**src/rtl/jet_logit_argmax_if.sv**
```systemverilog
// jet_logit_argmax_if: logit-vector request and argmax-result handshake bundle
interface jet_logit_argmax_if #(
    parameter int N_CLASS = 5,
    parameter int W       = 12,
    parameter int IDX_W   = (N_CLASS > 1) ? $clog2(N_CLASS) : 1
);
    logic                 in_valid;
    logic                 in_ready;
    logic [N_CLASS*W-1:0] in_logits;
    logic                 out_valid;
    logic                 out_ready;
    logic [IDX_W-1:0]     out_class;
    logic [W-1:0]         out_max;
    logic [W:0]           out_margin;
    modport master (
        output in_valid, in_logits, out_ready,
        input  in_ready, out_valid, out_class, out_max, out_margin
    );
    modport slave (
        input  in_valid, in_logits, out_ready,
        output in_ready, out_valid, out_class, out_max, out_margin
    );
endinterface

```
**src/rtl/jet_logit_argmax.sv**
```systemverilog
// jet_logit_argmax: serial argmax over dense_4 logits, one logit per cycle.
// Define ARGMAX_MARGIN_EN to track the runner-up and report top-1 minus top-2.
module jet_logit_argmax #(
    parameter int N_CLASS = 5,
    parameter int W       = 12,
    parameter int NFRAC   = 6,
    parameter int IDX_W   = (N_CLASS > 1) ? $clog2(N_CLASS) : 1
) (
    input  logic               clk,
    input  logic               rst_n,
    jet_logit_argmax_if.slave  bus
);
    localparam int CNT_W = $clog2(N_CLASS + 1);
    if (N_CLASS < 1 || NFRAC < 0 || NFRAC >= W) begin : g_bad_cfg
        $error("jet_logit_argmax: invalid N_CLASS/NFRAC");
    end
    typedef enum logic [1:0] {IDLE, SCAN, DONE} state_t;
    state_t               state, state_nxt;
    logic [N_CLASS*W-1:0] lat;
    logic [CNT_W-1:0]     cnt;
    logic [IDX_W-1:0]     best_idx, res_class;
    logic signed [W-1:0]  best, cur;
    logic [W-1:0]         res_max;
    logic [W:0]           margin;
    logic                 last;
    // Remaining logits are shifted down so the candidate is always the low W bits.
    assign cur  = lat[W-1:0];
    assign last = cnt == CNT_W'(N_CLASS);
    assign bus.in_ready  = state == IDLE;
    assign bus.out_valid = state == DONE;
    assign bus.out_class = res_class;
    assign bus.out_max   = res_max;
`ifdef ARGMAX_MARGIN_EN
    logic signed [W-1:0] second;
    logic [W:0]          res_margin;
    // A single class has no runner-up, so its margin is defined as zero.
    assign margin = (N_CLASS == 1) ? '0 : {best[W-1], best} - {second[W-1], second};
    assign bus.out_margin = res_margin;
    // Runner-up tracker: displaced leader or any value at/above the current runner-up.
    always_ff @(posedge clk or negedge rst_n) begin
        if (!rst_n) begin
            second     <= {1'b1, {(W-1){1'b0}}};
            res_margin <= '0;
        end else if (state == IDLE && bus.in_valid) begin
            second <= {1'b1, {(W-1){1'b0}}};
        end else if (state == SCAN && last) begin
            res_margin <= margin;
        end else if (state == SCAN) begin
            second <= (cur > best) ? best : (cur >= second) ? cur : second;
        end
    end
`else
    assign margin = '0;
    assign bus.out_margin = margin;
`endif
    // State register.
    always_ff @(posedge clk or negedge rst_n) begin
        if (!rst_n) state <= IDLE;
        else        state <= state_nxt;
    end
    // Next state: accept in IDLE, leave SCAN once every logit is folded in, hold DONE until taken.
    always_comb begin
        state_nxt = state;
        if (state == IDLE && bus.in_valid)      state_nxt = SCAN;
        else if (state == SCAN && last)         state_nxt = DONE;
        else if (state == DONE && bus.out_ready) state_nxt = IDLE;
    end
    // Scan datapath: strict greater-than keeps the lower index on ties.
    always_ff @(posedge clk or negedge rst_n) begin
        if (!rst_n) begin
            lat       <= '0;
            cnt       <= '0;
            best_idx  <= '0;
            best      <= '0;
            res_class <= '0;
            res_max   <= '0;
        end else if (state == IDLE && bus.in_valid) begin
            lat      <= bus.in_logits >> W;
            best     <= bus.in_logits[W-1:0];
            best_idx <= '0;
            cnt      <= CNT_W'(1);
        end else if (state == SCAN && last) begin
            res_class <= best_idx;
            res_max   <= best;
        end else if (state == SCAN) begin
            if (cur > best) begin
                best     <= cur;
                best_idx <= IDX_W'(cnt);
            end
            lat <= lat >> W;
            cnt <= cnt + CNT_W'(1);
        end
    end
endmodule

```
**src/flat_wrapper.sv**
```systemverilog
// flat-port wrapper written by rule: the top's interface ports become plain ports
module jet_logit_argmax_flat 
#(
    parameter int N_CLASS = 5,
    parameter int W       = 12,
    parameter int NFRAC   = 6,
    parameter int IDX_W   = (N_CLASS > 1) ? $clog2(N_CLASS) : 1
)
  (clk, rst_n, bus_in_valid, bus_in_logits, bus_out_ready, bus_in_ready, bus_out_valid, bus_out_class, bus_out_max, bus_out_margin);
  jet_logit_argmax_if #(.N_CLASS(N_CLASS), .W(W), .IDX_W(IDX_W)) bus_i ();
  input  logic clk;
  input  logic rst_n;
  input wire logic [$bits(bus_i.in_valid)-1:0] bus_in_valid;
  input wire logic [$bits(bus_i.in_logits)-1:0] bus_in_logits;
  input wire logic [$bits(bus_i.out_ready)-1:0] bus_out_ready;
  output wire logic [$bits(bus_i.in_ready)-1:0] bus_in_ready;
  output wire logic [$bits(bus_i.out_valid)-1:0] bus_out_valid;
  output wire logic [$bits(bus_i.out_class)-1:0] bus_out_class;
  output wire logic [$bits(bus_i.out_max)-1:0] bus_out_max;
  output wire logic [$bits(bus_i.out_margin)-1:0] bus_out_margin;
  assign bus_i.in_valid = bus_in_valid;
  assign bus_i.in_logits = bus_in_logits;
  assign bus_i.out_ready = bus_out_ready;
  assign bus_in_ready = bus_i.in_ready;
  assign bus_out_valid = bus_i.out_valid;
  assign bus_out_class = bus_i.out_class;
  assign bus_out_max = bus_i.out_max;
  assign bus_out_margin = bus_i.out_margin;
  jet_logit_argmax #(.N_CLASS(N_CLASS), .W(W), .NFRAC(NFRAC), .IDX_W(IDX_W)) u_core (.clk(clk), .rst_n(rst_n), .bus(bus_i));
endmodule
```
**config.mk**
```make
export PLATFORM = sky130hd
export DESIGN_NAME = jet_logit_argmax_flat
export DESIGN_NICKNAME = d
export VERILOG_FILES = /design/src/rtl/jet_logit_argmax_if.sv /design/src/rtl/jet_logit_argmax.sv /design/src/flat_wrapper.sv
export SDC_FILE = /design/constraint.sdc
export NUM_CORES = 1
export LEC_CHECK = 0
export BUFFER_PORTS_ARGS = -buffer_cell sky130_fd_sc_hd__buf_2
export CAP_MARGIN = 25
export CORE_ASPECT_RATIO = 0.7
export CORE_MARGIN = 2
export CORE_UTILIZATION = 35
export DETAILED_ROUTE_END_ITERATION = 7
export SETUP_SLACK_MARGIN = 0.1
export SYNTH_ARGS = -nofsm -noshare
export SYNTH_HDL_FRONTEND = slang
export SYNTH_SLANG_ARGS = --single-unit
```
**constraint.sdc**
```tcl
create_clock -name clk -period 2.3 [get_ports clk]
set_clock_uncertainty 0.05 [all_clocks]
set_input_delay 0.575 -clock clk [delete_from_list [all_inputs] [get_ports clk]]
set_output_delay 0.575 -clock clk [all_outputs]
set_load 0.01 [all_outputs]
```
==> results.sh <==
export IMPL_status="finished clean"
export IMPL_cts_root_buf="clkbuf_16"
export IMPL_clk_path_buf_depth=2
export IMPL_grt_max_degree=61
export IMPL_period_share=0.906
export IMPL_synth_avg_cell_area_um2=9.57
export IMPL_antenna_diode_count=0
export IMPL_die_h_um=93.5
export IMPL_min_period_ns=2.08
export IMPL_wirelength_um=9550
export IMPL_drtPass1Iterations=4
export IMPL_ys_seq_area_frac=0.519
export IMPL_ant_nets=0
export IMPL_critical_path_top_delay_family="compound AO/OA/AOI/OAI gates"
export IMPL_num_vias=3202
export IMPL_r2r_start="u_core.lat[11]"
export IMPL_synth_area_mm2=0.00400
export IMPL_num_nets_final=570
export IMPL_grt_pass1_wl_um=16000
export IMPL_final_cell_mix="nand2_1 (93), dfrtp_1 (82), buf_2 (79)"
export IMPL_tightest_slew_ns=0.895
export IMPL_syn2layout_area_growth_pct=23.3
export IMPL_ys_warn_count=0
export IMPL_netlist_instances=418
export IMPL_p_switching_mw=0.631
export IMPL_rows=32
export IMPL_drcViolationCount=0
export IMPL_postPlaceCellArea_mm2=0.00454
export IMPL_cts_setup_buffers=0
export IMPL_cap_violations=0
export IMPL_cp_slowest_cell="dfrtp_2"
export IMPL_startpoint_type="register"
export IMPL_synth_top_family_by_area="compound AO/OA/AOI/OAI gates"
export IMPL_dieArea_mm2=0.0123
export IMPL_hold_violations=0
export IMPL_cp_startpoint="u_core.lat[11]"
export IMPL_viasPerCell=4.93
export IMPL_clk_latency_ns=0.35
export IMPL_synth_edf_count=0
export IMPL_ys_seq_elements=83
export IMPL_p_comb_frac=0.033
export IMPL_path_class="reg2reg"
export IMPL_cts_buffers=9
export IMPL_fmax_ghz=0.480
export IMPL_irDropWorstVdd_v=0.000372
export IMPL_power_density_mw_per_mm2=637
export IMPL_slew_viol_final=0
export IMPL_ff2ff_setup_slack_ns=0.22
export IMPL_synth_fa_ha_area_frac=0.0438
export IMPL_critPathBufInv=0
export IMPL_p_leak_nw=2.39
export IMPL_num_io_pins=94
export IMPL_crit_chain="ha_4 > nand4_4 > o21ai_0 > o31ai_2 > a21oi_2 > a211oi_1 > a41o_1"
export IMPL_portBuffers=80
export IMPL_yosys_area_share_simple=0.148
export IMPL_initial_core_util=0.361
export IMPL_synth_xor_area_frac=0.00438
export IMPL_rsz0062_at_grt="no"
export IMPL_switching_share=0.201
export IMPL_finalSetupViolations=0
export IMPL_cp_end_kind="register"
export IMPL_fp_dieW_um=132
export IMPL_critPathRequiredTime_ns=2.47
export IMPL_path_clk_slew_ns=0.06
export IMPL_synth_compound_area_frac=0.205
export IMPL_grt_overflow_total=0
export IMPL_worstPathArrival_ns=2.26
export IMPL_synth_ff_type="dfrtp_1"
export IMPL_avgRoutedWirePerCell_um=14.7
export IMPL_routabilityCongestion=0.802
export IMPL_tns_ns=0
export IMPL_clock_sinks=83
export IMPL_core_mm2=0.0111
export IMPL_grt_pass1_vias=3126
export IMPL_layout_commonest_cell="nand2_1"
export IMPL_place_hpwl_um=6900
export IMPL_worst_path_largest_cell_delay_ns=0.43
export IMPL_clock_power_share=0.503
export IMPL_drive_gt1_frac=0.280
export IMPL_max_slew_margin=0.401
export IMPL_intPower_mw=2.51
export IMPL_hold_buffers=0
export IMPL_grtUsageTotal=0.166
export IMPL_antenna_found_initial=0
export IMPL_design_area_mm2=0.00493
export IMPL_muxShareOfSynthArea=0.00281
export IMPL_drtIter0Drc=185
export IMPL_hold_path_class="in2async"
export IMPL_critPathMaxFanout=6
export IMPL_cts_tree="done"
export IMPL_synth_cell_type_count=34
export IMPL_htreeDepth=3
export IMPL_p_seq_frac=0.465
export IMPL_async_flop_share=1.00
logic make-up after synthesis:
kind of cell | after synthesis
AO/OA/AOI/OAI | 107
buffers and inverters | 61
XOR/XNOR | 2
AND/OR/NAND/NOR | 149
adder cells (fa/ha/maj) | 14
other | 1
multiplexers | 1
flip-flops | 83
flip-flops by register name (all words and copies together), names as in the netlist:
register and count:
u_core.bus.out_class 3, u_core.cnt 3, u_core.lat 48, u_core.bus.out_max 12, u_core.state 2, u_core.best_idx 3, u_core.best 12
power groups by stage:
| stage | sequential (mW) | combinational [mW] | clock, mW |
|---|---|---|---|
| 6_report | 1.46 | 0.103 | 1.58 |
| 3_3_place_gp | 1.49 | 0.104 | 0 |
| 3_5_place_dp | 1.49 | 0.105 | 0 |
| 4_1_cts | 1.46 | 0.106 | 1.61 |
| 2_1_floorplan | 1.49 | 0.0271 | 0 |
| 5_1_grt | 1.46 | 0.116 | 1.68 |
through the flow:
step                      power (mW)  hold WS, ns  setup WS [ns]  utilization  instances
final                           3.14        0.124          0.215        0.445        650
after global placement          1.59        0.408          0.226        0.409        634
after floorplan                 1.51        0.229          0.328            -        430
after CTS                       3.18        0.137          0.114        0.439        650
after global routing            3.25        0.143          0.108        0.445        650
after detailed placement        1.59        0.415          0.130        0.409        634
what timing repair did:
item / 4_1_cts / 5_1_grt
endpoints found under the setup margin: 0 / 15
hold endpoints to repair: 0 / 0
gates resized for setup: 0 / 9
worst register-to-register path: stages, from the launching register on:
cell	delay, ns
dfrtp_2	0.43
ha_4	0.31
nand4_4	0.12
o21ai_0	0.26
o31ai_2	0.14
a21oi_2	0.31
a211oi_1	0.13
a41o_1	0.23
cell type report:
class | instances | area [um^2]
Tap cell | 153 | 191
Multi-Input combinational cell | 286 | 1730
Inverter | 21 | 78.8
Clock buffer | 12 | 256
Clock inverter | 4 | 72.6
Timing Repair Buffer | 91 | 523
Fill cell | 1113 | 6160
Sequential cell | 83 | 2080
per-layer routing:
layer	up-vias	part of all wire	global-route usage
met5	-	0	0
met4	0	0.0061	0.0335
met3	7	0.067	0.0575
met2	92	0.44	0.243
met1	1545	0.49	0.238
li1	1558	-	-
cells in the mapped netlist, types with 2 or more instances:
library cell   n  area (um^2)
buf_6          2         22.5
a31oi_1       35          219
a21oi_1        5         25.0
a21oi_2        2         17.5
ha_1          14          175
o31ai_2       11          138
inv_1         21         78.8
a211oi_1       4         30.0
nand2_1       94          353
nor2b_1        3         18.8
clkbuf_1      14         52.6
a22oi_2        8          100
a22oi_1        4         30.0
a41o_1         3         30.0
nor2_1        43          161
and2_1         2         12.5
buf_2         10         50.1
nand3_1        2         10.0
dfrtp_1       83         2080
nand4_1        2         12.5
o21ai_0       20          100
buf_4         13         97.6
a22o_1        12          105
final timing paths:
kind | endpoint | depth (start not counted)
hold / removal | u_core.state[0] | 1
min in group clk | u_core.lat[38] | 2
setup reg to reg | u_core.best_idx[1] | 7
max in group asynchronous | u_core.lat[11] | 2
hold reg to reg | u_core.bus.out_class[1] | 2
setup / recovery | u_core.best_idx[1] | 7
(Power assumes the default switching activity.)
